[src/rtl/noc_cfg_sequencer_pkg.sv]
// noc_cfg_sequencer_pkg: shared configure-word layout, FSM encodings and request entry type
package noc_cfg_sequencer_pkg;
  localparam int CFG_W = 11;
  localparam int NODE_W = 2;
  localparam int TAG_W = 7;
  localparam int CFG_SEND = 9;
  localparam int CFG_TAG_LSB = 2;
  typedef enum logic [2:0] {
    S_IDLE,
    S_WAIT_NODE,
    S_ISSUE,
    S_GAP,
    S_DRAIN
  } seq_state_t;
  typedef struct packed {
    logic [NODE_W-1:0] dest;
    logic [TAG_W-1:0] tag;
  } cfg_req_t;
  function automatic logic [CFG_W-1:0] cfg_word(input cfg_req_t r);
    logic [CFG_W-1:0] w;
    w = '0;
    w[CFG_SEND] = 1'b1;
    w[CFG_TAG_LSB +: TAG_W] = r.tag;
    w[NODE_W-1:0] = r.dest;
    return w;
  endfunction
endpackage

[src/rtl/noc_cfg_fifo.sv]
// noc_cfg_fifo: request queue of {dest,tag} entries
//   clock/reset (async, active-low), push/push_data, pop, head (oldest entry), count.
//   Push while full and pop while empty are ignored; DEPTH must be a power of two.
module noc_cfg_fifo
  import noc_cfg_sequencer_pkg::*;
#(
  parameter int DEPTH = 4
) (
  input  logic                     clock,
  input  logic                     reset,
  input  logic                     push,
  input  cfg_req_t                 push_data,
  input  logic                     pop,
  output cfg_req_t                 head,
  output logic [$clog2(DEPTH):0]   count
);
  localparam int AW = $clog2(DEPTH);
  localparam int CW = AW + 1;
  cfg_req_t mem [DEPTH];
  logic [AW-1:0] rd_ptr, wr_ptr;
  logic wr, rd;
  assign wr = push && count != CW'(DEPTH);
  assign rd = pop && count != '0;
  assign head = mem[rd_ptr];
  always_ff @(posedge clock)
    if (wr) mem[wr_ptr] <= push_data;
  always_ff @(posedge clock or negedge reset)
    if (!reset) begin
      rd_ptr <= '0;
      wr_ptr <= '0;
      count <= '0;
    end else begin
      wr_ptr <= wr_ptr + AW'(wr);
      rd_ptr <= rd_ptr + AW'(rd);
      count <= count + CW'(wr) - CW'(rd);
    end
endmodule

[src/rtl/noc_cfg_sequencer.sv]
// noc_cfg_sequencer: queues processor requests and issues them as mesh configure words with timeout/retry/drop
//   clock/reset (async, active-low); req_valid/req_ready/req_dest/req_tag request side;
//   node_ready mesh handshake in; configure word out; busy, done_pulse, error_pulse,
//   error_dest (sticky dest of last drop), fifo_count.
module noc_cfg_sequencer
  import noc_cfg_sequencer_pkg::*;
#(
  parameter int NODE_ID = 0,
  parameter int FIFO_DEPTH = 4,
  parameter int ACK_TIMEOUT = 64,
  parameter int MAX_RETRY = 3
) (
  input  logic                          clock,
  input  logic                          reset,
  input  logic                          req_valid,
  output logic                          req_ready,
  input  logic [NODE_W-1:0]             req_dest,
  input  logic [TAG_W-1:0]              req_tag,
  input  logic                          node_ready,
  output logic [CFG_W-1:0]              configure,
  output logic                          busy,
  output logic                          done_pulse,
  output logic                          error_pulse,
  output logic [NODE_W-1:0]             error_dest,
  output logic [$clog2(FIFO_DEPTH):0]   fifo_count
);
  localparam int CW = $clog2(FIFO_DEPTH) + 1;
  localparam int TW = $clog2(ACK_TIMEOUT);
  localparam int RW = $clog2(MAX_RETRY + 1);
  seq_state_t state_q, state_d;
  logic [TW-1:0] timer_q, timer_d;
  logic [RW-1:0] retry_q, retry_d;
  logic gap_q, gap_d;
  logic [CFG_W-1:0] cfg_d;
  logic done_d, err_d;
  logic [NODE_W-1:0] err_dest_d;
  logic push, pop, empty;
  cfg_req_t head;
  // req_ready depends on the count alone, so a same-cycle pop never frees a slot for a push
  assign req_ready = fifo_count != CW'(FIFO_DEPTH);
  assign push = req_valid && req_ready;
  assign empty = fifo_count == '0;
  assign busy = state_q != S_IDLE || !empty;
  noc_cfg_fifo #(.DEPTH(FIFO_DEPTH)) u_fifo (
    .clock     (clock),
    .reset     (reset),
    .push      (push),
    .push_data ('{dest: req_dest, tag: req_tag}),
    .pop       (pop),
    .head      (head),
    .count     (fifo_count)
  );
  always_ff @(posedge clock or negedge reset)
    if (!reset) begin
      state_q <= S_IDLE;
      timer_q <= '0;
      retry_q <= '0;
      gap_q <= 1'b0;
      configure <= '0;
      done_pulse <= 1'b0;
      error_pulse <= 1'b0;
      error_dest <= '0;
    end else begin
      state_q <= state_d;
      timer_q <= timer_d;
      retry_q <= retry_d;
      gap_q <= gap_d;
      configure <= cfg_d;
      done_pulse <= done_d;
      error_pulse <= err_d;
      error_dest <= err_dest_d;
    end
  // configure is registered and only non-zero while in ISSUE; every exit from ISSUE clears it
  always_comb begin
    state_d = state_q;
    timer_d = timer_q;
    retry_d = retry_q;
    gap_d = gap_q;
    cfg_d = configure;
    done_d = 1'b0;
    err_d = 1'b0;
    err_dest_d = error_dest;
    pop = 1'b0;
    unique case (state_q)
      S_IDLE: begin
        cfg_d = '0;
        if (!empty) begin
          if (head.dest == NODE_W'(NODE_ID)) begin
            pop = 1'b1;
            err_d = 1'b1;
            err_dest_d = head.dest;
          end else state_d = S_WAIT_NODE;
        end
      end
      S_WAIT_NODE: begin
        cfg_d = '0;
        if (node_ready) begin
          cfg_d = cfg_word(head);
          timer_d = '0;
          state_d = S_ISSUE;
        end
      end
      S_ISSUE: begin
        if (!node_ready) begin
          pop = 1'b1;
          retry_d = '0;
          cfg_d = '0;
          state_d = S_DRAIN;
        end else if (timer_q == TW'(ACK_TIMEOUT - 1)) begin
          retry_d = retry_q + 1'b1;
          cfg_d = '0;
          gap_d = 1'b0;
          state_d = S_GAP;
        end else timer_d = timer_q + 1'b1;
      end
      S_GAP: begin
        cfg_d = '0;
        if (!gap_q) gap_d = 1'b1;
        else if (retry_q == RW'(MAX_RETRY)) begin
          pop = 1'b1;
          err_d = 1'b1;
          err_dest_d = head.dest;
          retry_d = '0;
          state_d = S_IDLE;
        end else state_d = S_WAIT_NODE;
      end
      S_DRAIN: begin
        cfg_d = '0;
        if (node_ready) begin
          done_d = 1'b1;
          state_d = S_IDLE;
        end
      end
      default: begin
        cfg_d = '0;
        state_d = S_IDLE;
      end
    endcase
  end
endmodule
[config.mk]
export PLATFORM = sky130hd
export DESIGN_NAME = noc_cfg_sequencer
export DESIGN_NICKNAME = d
export VERILOG_FILES = /design/src/rtl/noc_cfg_sequencer_pkg.sv /design/src/rtl/noc_cfg_fifo.sv /design/src/rtl/noc_cfg_sequencer.sv
export SDC_FILE = /design/constraint.sdc
export NUM_CORES = 1
export LEC_CHECK = 0
export ABC_CLOCK_PERIOD_IN_PS = 4820
export CAP_MARGIN = 0
export CELL_PAD_IN_SITES_DETAIL_PLACEMENT = 1
export CELL_PAD_IN_SITES_GLOBAL_PLACEMENT = 1
export CORE_UTILIZATION = 59
export CTS_BUF_LIST = sky130_fd_sc_hd__clkbuf_2 sky130_fd_sc_hd__clkbuf_4 sky130_fd_sc_hd__clkbuf_8
export DETAILED_ROUTE_END_ITERATION = 7
export DONT_BUFFER_PORTS = 1
export HOLD_SLACK_MARGIN = 0.02
export PLACE_DENSITY_LB_ADDON = 0.08
export SYNTH_ARGS = -nofsm -noshare
export SYNTH_HDL_FRONTEND = slang
export SYNTH_HIERARCHICAL = 1
export SYNTH_SLANG_ARGS = --single-unit
export TNS_END_PERCENT = 20
[constraint.sdc]
create_clock -name clock -period 4.82 [get_ports clock]
set_input_delay 1.205 -clock clock [delete_from_list [all_inputs] [get_ports clock]]
set_output_delay 1.205 -clock clock [all_outputs]
set_load 0.03 [all_outputs]
==> results of run 1 <==
## state kept, by name, summed over array words and instances, names as in the netlist, 3 cells and up
register,count
timer_q,6
u_fifo/mem,36
configure,10
u_fifo/count,3
state_q,3
## routing by layer
layer | GRT usage (%) | part of all wire [%] | vias to the layer above
li1 | - | - | 736
met5 | 0 | 0 | -
met2 | 38.0 | 49 | 37
met4 | 9.59 | 2.2 | 0
met3 | 8.61 | 4.8 | 11
met1 | 30.0 | 44 | 817
## cell type report
cell class,instances,area share (%)
multi-input cells,110,29.8
inverters,4,0.470
clock buffers,11,4.55
flip-flops and latches,69,59.7
well taps,67,2.63
clock inverters,5,2.35
repair buffers,2,0.470
## cell usage in the layout (no fill, tap or decap), types with 2 or more instances in the layout
| master | netlist | final |
|---|---|---|
| sky130_fd_sc_hd__edfxtp_1 | 36 | 36 |
| sky130_fd_sc_hd__xor2_1 | 3 | 3 |
| sky130_fd_sc_hd__nor4bb_1 | 2 | 2 |
| sky130_fd_sc_hd__bufinv_16 | 0 | 2 |
| sky130_fd_sc_hd__xnor2_1 | 4 | 4 |
| sky130_fd_sc_hd__nor2_1 | 9 | 9 |
| sky130_fd_sc_hd__and3_1 | 2 | 2 |
| sky130_fd_sc_hd__mux2i_1 | 3 | 3 |
| sky130_fd_sc_hd__nand3_1 | 7 | 7 |
| sky130_fd_sc_hd__mux2_4 | 2 | 2 |
| sky130_fd_sc_hd__nor3_1 | 4 | 4 |
| sky130_fd_sc_hd__o31ai_1 | 2 | 2 |
| sky130_fd_sc_hd__nand2b_1 | 2 | 2 |
| sky130_fd_sc_hd__inv_1 | 4 | 4 |
| sky130_fd_sc_hd__ha_1 | 4 | 4 |
| sky130_fd_sc_hd__buf_4 | 1 | 2 |
| sky130_fd_sc_hd__clkbuf_8 | 0 | 10 |
| sky130_fd_sc_hd__nand2_1 | 8 | 8 |
| sky130_fd_sc_hd__nor2b_1 | 4 | 4 |
| sky130_fd_sc_hd__a21oi_1 | 5 | 5 |
| sky130_fd_sc_hd__clkinv_2 | 0 | 3 |
| sky130_fd_sc_hd__nand3b_1 | 3 | 3 |
| sky130_fd_sc_hd__mux4_2 | 9 | 9 |
| sky130_fd_sc_hd__dfrtp_1 | 33 | 33 |
| sky130_fd_sc_hd__and4b_1 | 2 | 2 |
| sky130_fd_sc_hd__a22o_1 | 11 | 11 |
| sky130_fd_sc_hd__o21ai_0 | 4 | 4 |
## worst reg2reg max path: stages, from the launching register on
cell,delay (ps)
sky130_fd_sc_hd__dfrtp_1,730
sky130_fd_sc_hd__mux4_2,630
sky130_fd_sc_hd__or4_1,550
sky130_fd_sc_hd__o21a_1,210
sky130_fd_sc_hd__nor2_4,150
sky130_fd_sc_hd__a21o_2,180
sky130_fd_sc_hd__o211a_1,170
sky130_fd_sc_hd__a211oi_1,60
sky130_fd_sc_hd__ha_1,220
sky130_fd_sc_hd__fa_1,390
sky130_fd_sc_hd__xnor2_1,150
sky130_fd_sc_hd__xnor2_1,150
## worst max-delay path by stage
stage                           from              end  slack [ps]  cells after the start
CTS                 u_fifo/rd_ptr[0]  u_fifo/count[2]        1110                     11
global route        u_fifo/rd_ptr[0]  u_fifo/count[2]         970                     11
finish              u_fifo/rd_ptr[0]  u_fifo/count[2]        1140                     11
detailed placement  u_fifo/rd_ptr[0]  u_fifo/count[2]        1130                     11
global placement    u_fifo/rd_ptr[0]  u_fifo/count[2]        1260                     11
floorplan           u_fifo/rd_ptr[0]  u_fifo/count[2]        1620                     12
## per-stage QoR
stage / std cells / util [%] / cell area (um^2) / hold slack, ps
after floorplan: 191 / - / 2920 / 449
after global placement: 252 / 62.5 / 2970 / 479
after detailed placement: 252 / 62.5 / 2970 / 497
after CTS: 268 / 67.2 / 3190 / 507
after global routing: 268 / 67.2 / 3190 / 529
final: 268 / 67.2 / 3190 / 497
## logic make-up after synthesis
kind of cell             after synthesis  synth area share [%]
multiplexers                          15                  9.39
buffers and inverters                 12                  2.27
AO/OA/AOI/OAI                         31                  7.80
other                                  1                 0.128
XOR/XNOR                               7                  2.10
flip-flops                            69                  65.3
AND/OR/NAND/NOR                       51                  10.6
adder cells (fa/ha/maj)                5                  2.40
## Yosys cell counts, types with 2 or more instances
cell type / number
sky130_fd_sc_hd__nor4bb_1: 2
sky130_fd_sc_hd__o21ai_0: 4
sky130_fd_sc_hd__a21oi_1: 5
sky130_fd_sc_hd__a22o_1: 11
sky130_fd_sc_hd__dfrtp_1: 33
sky130_fd_sc_hd__clkbuf_1: 2
sky130_fd_sc_hd__nand2_1: 8
sky130_fd_sc_hd__nor3_1: 4
sky130_fd_sc_hd__buf_6: 2
sky130_fd_sc_hd__inv_1: 4
sky130_fd_sc_hd__xor2_1: 3
sky130_fd_sc_hd__ha_1: 4
sky130_fd_sc_hd__and3_1: 2
sky130_fd_sc_hd__nand3b_1: 3
sky130_fd_sc_hd__nand3_1: 7
sky130_fd_sc_hd__and4b_1: 2
sky130_fd_sc_hd__o31ai_1: 2
sky130_fd_sc_hd__mux4_2: 9
sky130_fd_sc_hd__mux2i_1: 3
sky130_fd_sc_hd__mux2_4: 2
sky130_fd_sc_hd__xnor2_1: 4
sky130_fd_sc_hd__edfxtp_1: 36
sky130_fd_sc_hd__nor2b_1: 4
sky130_fd_sc_hd__nand2b_1: 2
sky130_fd_sc_hd__buf_2: 2
sky130_fd_sc_hd__nor2_1: 9
## where the power goes
| part | internal (mW) | switching (mW) | total, mW |
|---|---|---|---|
| Clock | 0.308 | 0.204 | 0.512 |
| Combinational | 0.264 | 0.243 | 0.507 |
| Sequential | 0.784 | 0.291 | 1.07 |
| Total | 1.36 | 0.738 | 2.09 |
==> metrics.txt, run 1 <==
# TYPE chip_impl_metric gauge
chip_impl_metric{name="setup_viol",unit=""} 0
chip_impl_metric{name="synthCells",unit=""} 191
chip_impl_metric{name="worst_slew_pin_tran",unit="ps"} 1220
chip_impl_metric{name="async_reset_ff_share",unit="%"} 47.8
chip_impl_metric{name="synth_seq_area_share",unit="%"} 65.3
chip_impl_info{name="unrepaired_setup_endpoints_after_global_routing",value="false"} 1
chip_impl_metric{name="ctsLongestPathBuffers",unit=""} 2
chip_impl_metric{name="drt_wl_total",unit="um"} 5440
chip_impl_metric{name="cts_buffers",unit=""} 9
chip_impl_metric{name="min_period_over_period",unit="%"} 76.3
chip_impl_metric{name="io_buffers",unit=""} 0
chip_impl_info{name="critical_path.most_common_cell",value="sky130_fd_sc_hd__xnor2_1"} 1
chip_impl_metric{name="grt_first_pass_wirelength",unit="um"} 8890
chip_impl_metric{name="antenna_violating_nets_post_route",unit=""} 0
chip_impl_metric{name="min_delay_path_depth",unit=""} 1
chip_impl_metric{name="max_cap_violations",unit=""} 0
chip_impl_metric{name="floorplan.rows",unit=""} 25
chip_impl_metric{name="core_region_area",unit="um^2"} 4750
chip_impl_metric{name="wire_per_inst",unit="um"} 20.3
chip_impl_metric{name="mappedNetlistArea",unit="um^2"} 2920
chip_impl_metric{name="net_count_after_synthesis",unit=""} 209
chip_impl_metric{name="crit_path_max_fanout",unit=""} 11
chip_impl_metric{name="globalRouteTotalUtil",unit="%"} 23.9
chip_impl_metric{name="clock_latency_reported_for_the_late_side_of_the_worst_skew_pair",unit="ps"} 340
chip_impl_info{name="critical-path-top-delay-family",value="flip-flops"} 1
chip_impl_metric{name="rrSetupSlack",unit="ps"} 1140
chip_impl_info{name="hp-start",value="timer_q[5]"} 1
chip_impl_metric{name="post-layout-total-power",unit="mW"} 2.09
chip_impl_info{name="worst-setup-path-type",value="reg2reg"} 1
chip_impl_info{name="synth_top_flop_cell",value="sky130_fd_sc_hd__edfxtp_1"} 1
chip_impl_metric{name="antenna_cells",unit=""} 0
chip_impl_metric{name="drtPass1Iterations",unit=""} 4
chip_impl_metric{name="layout.nets",unit=""} 214
chip_impl_metric{name="num_vias",unit=""} 1601
chip_impl_metric{name="antenna_violations_before_repair",unit=""} 0
chip_impl_metric{name="register_area",unit="um^2"} 1910
chip_impl_metric{name="globalplace.congestion",unit=""} 0.729
chip_impl_metric{name="worst-r2r-cell-count",unit=""} 11
chip_impl_metric{name="count_of_flip_flops_with_a_built_in_enable_after_synthesis",unit=""} 36
chip_impl_metric{name="grt_overflow",unit=""} 0
chip_impl_metric{name="n_fill_cell",unit=""} 419
chip_impl_metric{name="multiInputGateArea",unit="um^2"} 952
chip_impl_metric{name="clkTransAtPathRegs",unit="ps"} 70
chip_impl_metric{name="die_w",unit="um"} 72.3
chip_impl_info{name="tritoncts",value="yes"} 1
chip_impl_metric{name="synth_top_area_share",unit="%"} 37.0
chip_impl_metric{name="dieArea",unit="um^2"} 5230
chip_impl_metric{name="area_grow_syn2layout",unit="%"} 9.39
chip_impl_metric{name="period_minus_slack",unit="ps"} 3680
chip_impl_metric{name="post-route-drc-count",unit=""} 0
chip_impl_metric{name="initialDrtViolationCount",unit=""} 93
chip_impl_metric{name="cp.buffers_inverters",unit=""} 0
chip_impl_metric{name="setup_fix_buffers_added_after_clock_tree_synthesis",unit=""} 0
chip_impl_metric{name="number_of_primary_i_o_pins",unit=""} 33
chip_impl_metric{name="holdBufCountCts",unit=""} 0
chip_impl_info{name="cts-root-buf",value="sky130_fd_sc_hd__clkbuf_8"} 1
chip_impl_metric{name="cts-resized-gates",unit=""} 0
chip_impl_info{name="timing.rr.end",value="u_fifo/count[2]"} 1
chip_impl_metric{name="hold_viol_final",unit=""} 0
chip_impl_metric{name="setup_slack",unit="ps"} 1140
chip_impl_info{name="setup.worst_path.start_class",value="flip-flop"} 1
chip_impl_info{name="timing.hold.worst.class",value="reg2reg"} 1
chip_impl_metric{name="p_leak",unit="nW"} 1.26
chip_impl_metric{name="sum_of_net_half_perimeters_after_detailed_placement",unit="um"} 3710
chip_impl_metric{name="ys_ff_latch",unit=""} 69
chip_impl_metric{name="worst-endpoint-arrival",unit="ps"} 3910
chip_impl_metric{name="maximum_number_of_pins_on_one_net_before_global_route_repair",unit=""} 34
chip_impl_metric{name="setup_total_negative_slack",unit="ps"} 0
chip_impl_metric{name="worst_setup_skew_after_layout",unit="ps"} 7.32
chip_impl_metric{name="worstPathRequired",unit="ps"} 5050
chip_impl_metric{name="synthesis.yosys.warnings",unit=""} 6
chip_impl_metric{name="syn_avg_cell_area",unit="um^2"} 15.3
chip_impl_metric{name="synth_cell_types",unit=""} 48
chip_impl_metric{name="post_place_worst_slack",unit="ps"} 1130
chip_impl_metric{name="maxSlewHeadroom",unit="%"} 18.7
chip_impl_metric{name="slew_viol_final",unit=""} 0
chip_impl_metric{name="final_layout_size_suffix_gt1_share",unit="%"} 17.4
chip_impl_metric{name="detail_route.vias_per_cell",unit=""} 5.97
chip_impl_metric{name="slowest_delay",unit="ps"} 730
chip_impl_info{name="whs_endpoint",value="timer_q[5]"} 1
chip_impl_info{name="run_status",value="complete, no violations"} 1
chip_impl_metric{name="first_global_vias",unit=""} 1800
chip_impl_info{name="crit_path_top_delay_cell",value="sky130_fd_sc_hd__dfrtp_1"} 1
chip_impl_info{name="end_kind",value="flip-flop"} 1
chip_impl_metric{name="power_density",unit="nW/um^2"} 656
chip_impl_info{name="cp_cell_sequence",value="mux4_2 > or4_1 > o21a_1 > nor2_4 > a21o_2 > o211a_1 > a211oi_1 > ha_1 > fa_1 > xnor2_1 > xnor2_1"} 1
chip_impl_metric{name="cts_htree_levels",unit=""} 3
chip_impl_metric{name="vdd_ir_drop_max",unit="uV"} 437
chip_impl_info{name="worstReg2RegStart",value="u_fifo/rd_ptr[0]"} 1
chip_impl_metric{name="fp.dieH",unit="um"} 72.3
chip_impl_metric{name="numClockSinks",unit=""} 69
chip_impl_info{name="synth_top_cells_by_area",value="sky130_fd_sc_hd__edfxtp_1 37%, sky130_fd_sc_hd__dfrtp_1 28%, sky130_fd_sc_hd__mux4_2 6.9%"} 1
chip_impl_info{name="netlist.top_cell.by_area",value="sky130_fd_sc_hd__edfxtp_1"} 1
chip_impl_metric{name="start_util",unit="%"} 61.4
chip_impl_metric{name="timing.fmax",unit="MHz"} 272
Power figures use the tool's default switching activity.
==> run 2, diff against run 1 <==
--- a/config.mk
+++ b/config.mk
@@ -5,11 +5,11 @@
 export SDC_FILE = /design/constraint.sdc
 export NUM_CORES = 1
 export LEC_CHECK = 0
-export ABC_CLOCK_PERIOD_IN_PS = 4820
+export ABC_CLOCK_PERIOD_IN_PS = 3650
 export CAP_MARGIN = 0
 export CELL_PAD_IN_SITES_DETAIL_PLACEMENT = 1
 export CELL_PAD_IN_SITES_GLOBAL_PLACEMENT = 1
-export CORE_UTILIZATION = 59
+export CORE_UTILIZATION = 55
 export CTS_BUF_LIST = sky130_fd_sc_hd__clkbuf_2 sky130_fd_sc_hd__clkbuf_4 sky130_fd_sc_hd__clkbuf_8
 export DETAILED_ROUTE_END_ITERATION = 7
 export DONT_BUFFER_PORTS = 1
==> constraint.sdc (replaced) <==
create_clock -name clock -period 3.65 [get_ports clock]
set_input_delay 0.9125 -clock clock [delete_from_list [all_inputs] [get_ports clock]]
set_output_delay 0.9125 -clock clock [all_outputs]
set_load 0.03 [all_outputs]
==> metrics.txt, run 2 (synthesis results as in run 1) <==
# TYPE chip_impl_metric gauge
chip_impl_metric{name="largest_reg_flops",unit=""} 36
chip_impl_metric{name="internal_power",unit="mW"} 1.74
chip_impl_info{name="leading_cell_type_in_the_layout_fill_and_taps_excluded",value="sky130_fd_sc_hd__edfxtp_1"} 1
chip_impl_metric{name="drtPass1Iterations",unit=""} 6
chip_impl_metric{name="globalRouteTotalUtil",unit="%"} 21.0
chip_impl_metric{name="die_w",unit="um"} 74.9
chip_impl_metric{name="worst-r2r-cell-count",unit=""} 11
chip_impl_metric{name="placed_cell_area",unit="um^2"} 3010
chip_impl_metric{name="first_global_vias",unit=""} 1676
chip_impl_metric{name="setup_viol",unit=""} 0
chip_impl_info{name="most_frequent_cells_in_the_layout",value="36 x sky130_fd_sc_hd__edfxtp_1, 33 x sky130_fd_sc_hd__dfrtp_1, 11 x sky130_fd_sc_hd__a22o_1"} 1
chip_impl_info{name="tritoncts",value="yes"} 1
chip_impl_metric{name="max_cap_violations",unit=""} 0
chip_impl_metric{name="setup_total_negative_slack",unit="ps"} 0
chip_impl_metric{name="grt_overflow",unit=""} 0
chip_impl_metric{name="maxSlewHeadroom",unit="%"} 51.6
chip_impl_metric{name="rrSetupSlack",unit="ps"} 330
chip_impl_info{name="unrepaired_setup_endpoints_after_global_routing",value="false"} 1
chip_impl_metric{name="antenna_violating_nets_post_route",unit=""} 0
chip_impl_metric{name="switching_share",unit="%"} 36.1
chip_impl_metric{name="combinational_fraction_of_design_power",unit="%"} 29.9
chip_impl_metric{name="numClockSinks",unit=""} 69
chip_impl_metric{name="cts_buffers",unit=""} 9
chip_impl_metric{name="power_switching",unit="mW"} 0.985
chip_impl_metric{name="hold_viol_final",unit=""} 0
chip_impl_metric{name="post-layout-total-power",unit="mW"} 2.73
chip_impl_metric{name="timing.hold.ws",unit="ps"} 267
chip_impl_metric{name="antenna_violations_before_repair",unit=""} 0
chip_impl_info{name="regMostFlops",value="u_fifo/mem"} 1
chip_impl_info{name="worstReg2RegStart",value="u_fifo/rd_ptr[1]"} 1
chip_impl_metric{name="cts_htree_levels",unit=""} 3
chip_impl_metric{name="grt_first_pass_wirelength",unit="um"} 8220
chip_impl_metric{name="worst_setup_skew_after_layout",unit="ps"} 4.26
chip_impl_metric{name="ctsLongestPathBuffers",unit=""} 2
chip_impl_info{name="timing.hold.worst.class",value="in2async"} 1
chip_impl_metric{name="power.sequential.fraction",unit="%"} 48.2
chip_impl_metric{name="slew_viol_final",unit=""} 0
chip_impl_metric{name="antenna_cells",unit=""} 0
chip_impl_metric{name="area_grow_syn2layout",unit="%"} 9.90
chip_impl_metric{name="setup_fix_buffers_added_after_clock_tree_synthesis",unit=""} 0
chip_impl_info{name="reg_top3",value="u_fifo/mem x36, configure x10, timer_q x6"} 1
chip_impl_info{name="setup.worst_path.start_class",value="flip-flop"} 1
chip_impl_metric{name="holdBufCountCts",unit=""} 0
chip_impl_metric{name="p_leak",unit="nW"} 1.26
chip_impl_metric{name="period_minus_slack",unit="ps"} 3320
chip_impl_info{name="end_kind",value="flip-flop"} 1
chip_impl_metric{name="worstPathRequired",unit="ps"} 3870
chip_impl_metric{name="clock_latency_reported_for_the_late_side_of_the_worst_skew_pair",unit="ps"} 330
chip_impl_metric{name="clockPowerShare",unit="%"} 21.9
chip_impl_metric{name="vdd_ir_drop_max",unit="uV"} 549
chip_impl_metric{name="worst_slew_pin_tran",unit="ps"} 724
chip_impl_info{name="timing.rr.end",value="u_fifo/count[2]"} 1
chip_impl_metric{name="initialDrtViolationCount",unit=""} 72
chip_impl_metric{name="final_layout_size_suffix_gt1_share",unit="%"} 18.9
chip_impl_metric{name="dieArea",unit="um^2"} 5600
chip_impl_metric{name="sum_of_net_half_perimeters_after_detailed_placement",unit="um"} 3710
chip_impl_metric{name="start_util",unit="%"} 57.2
chip_impl_metric{name="crit_path_max_fanout",unit=""} 10
chip_impl_metric{name="globalplace.congestion",unit=""} 0.758
chip_impl_metric{name="layout.cell_area.non_filler",unit="um^2"} 3210
chip_impl_metric{name="min_period_over_period",unit="%"} 91.0
chip_impl_metric{name="num_vias",unit=""} 1630
chip_impl_metric{name="detail_route.vias_per_cell",unit=""} 5.91
chip_impl_metric{name="io_buffers",unit=""} 0
chip_impl_info{name="run_status",value="complete, no violations"} 1
chip_impl_metric{name="core_region_area",unit="um^2"} 5110
chip_impl_metric{name="clkTransAtPathRegs",unit="ps"} 70
chip_impl_metric{name="n_fill_cell",unit=""} 498
chip_impl_metric{name="timing.fmax",unit="MHz"} 301
chip_impl_metric{name="layout.nets",unit=""} 219
chip_impl_metric{name="maximum_number_of_pins_on_one_net_before_global_route_repair",unit=""} 34
chip_impl_info{name="worst-setup-path-type",value="reg2reg"} 1
chip_impl_metric{name="cts-resized-gates",unit=""} 0
chip_impl_metric{name="floorplan.rows",unit=""} 26
chip_impl_metric{name="drt_wl_total",unit="um"} 5310
chip_impl_metric{name="wire_per_inst",unit="um"} 19.2
chip_impl_metric{name="number_of_primary_i_o_pins",unit=""} 33
chip_impl_metric{name="power_density",unit="nW/um^2"} 850
chip_impl_info{name="cts-root-buf",value="sky130_fd_sc_hd__clkbuf_8"} 1
chip_impl_metric{name="fp.dieH",unit="um"} 74.9
chip_impl_metric{name="worst-endpoint-arrival",unit="ps"} 3540
chip_impl_metric{name="post-route-drc-count",unit=""} 0
-- run 2: final cells by class --
cell class	instances	area, um^2	area share [%]
Clock buffer	10	131	4.10
Clock inverter	6	62.6	1.95
Inverter	4	15.0	0.468
Multi-Input combinational cell	110	952	29.7
Sequential cell	69	1910	59.4
Tap cell	70	87.6	2.73
Timing Repair Buffer	7	52.6	1.64
-- run 2: worst max-delay path by stage --
stage	startpoint	end	slack (ps)	depth (start not counted)
CTS	u_fifo/rd_ptr[1]	u_fifo/count[2]	310	11
detailed placement	u_fifo/rd_ptr[1]	u_fifo/count[2]	350	11
floorplan	u_fifo/rd_ptr[0]	u_fifo/count[2]	450	12
global placement	u_fifo/rd_ptr[1]	u_fifo/count[2]	480	11
global route	u_fifo/rd_ptr[1]	u_fifo/count[2]	160	11
finish	u_fifo/rd_ptr[1]	u_fifo/count[2]	330	11
-- run 2: critical path, stage by stage, from the launching register on --
cell                       delay [ps]
sky130_fd_sc_hd__dfrtp_1          600
sky130_fd_sc_hd__mux4_2           420
sky130_fd_sc_hd__or4_1            550
sky130_fd_sc_hd__o21a_1           210
sky130_fd_sc_hd__nor2_4           140
sky130_fd_sc_hd__a21o_2           180
sky130_fd_sc_hd__o211a_1          160
sky130_fd_sc_hd__a211oi_1          50
sky130_fd_sc_hd__ha_1             200
sky130_fd_sc_hd__fa_1             390
sky130_fd_sc_hd__xnor2_1          150
sky130_fd_sc_hd__xnor2_1          150
-- run 2: stage by stage --
stage          setup slack (ps)  util, %  cells
6_report                    330     62.8    276
5_1_grt                     156     62.8    276
4_1_cts                     307     62.8    276
3_5_place_dp                350     59.0    260
3_3_place_gp                480     59.0    260
2_1_floorplan               453        -    191
-- run 2: power groups by stage --
| stage | sequential [mW] | clock, mW | combinational [mW] |
|---|---|---|---|
| 2_1_floorplan | 1.30 | 0 | 0.626 |
| 3_3_place_gp | 1.31 | 0 | 0.767 |
| 3_5_place_dp | 1.33 | 0 | 0.819 |
| 4_1_cts | 1.32 | 0.610 | 0.827 |
| 5_1_grt | 1.34 | 0.637 | 0.894 |
| 6_report | 1.32 | 0.596 | 0.814 |
-- run 2: metal layers --
layer	track usage [%]	wire [um]
met1	26.6	2360
met3	7.90	313
met2	32.2	2540
met4	9.64	89
met5	0	0
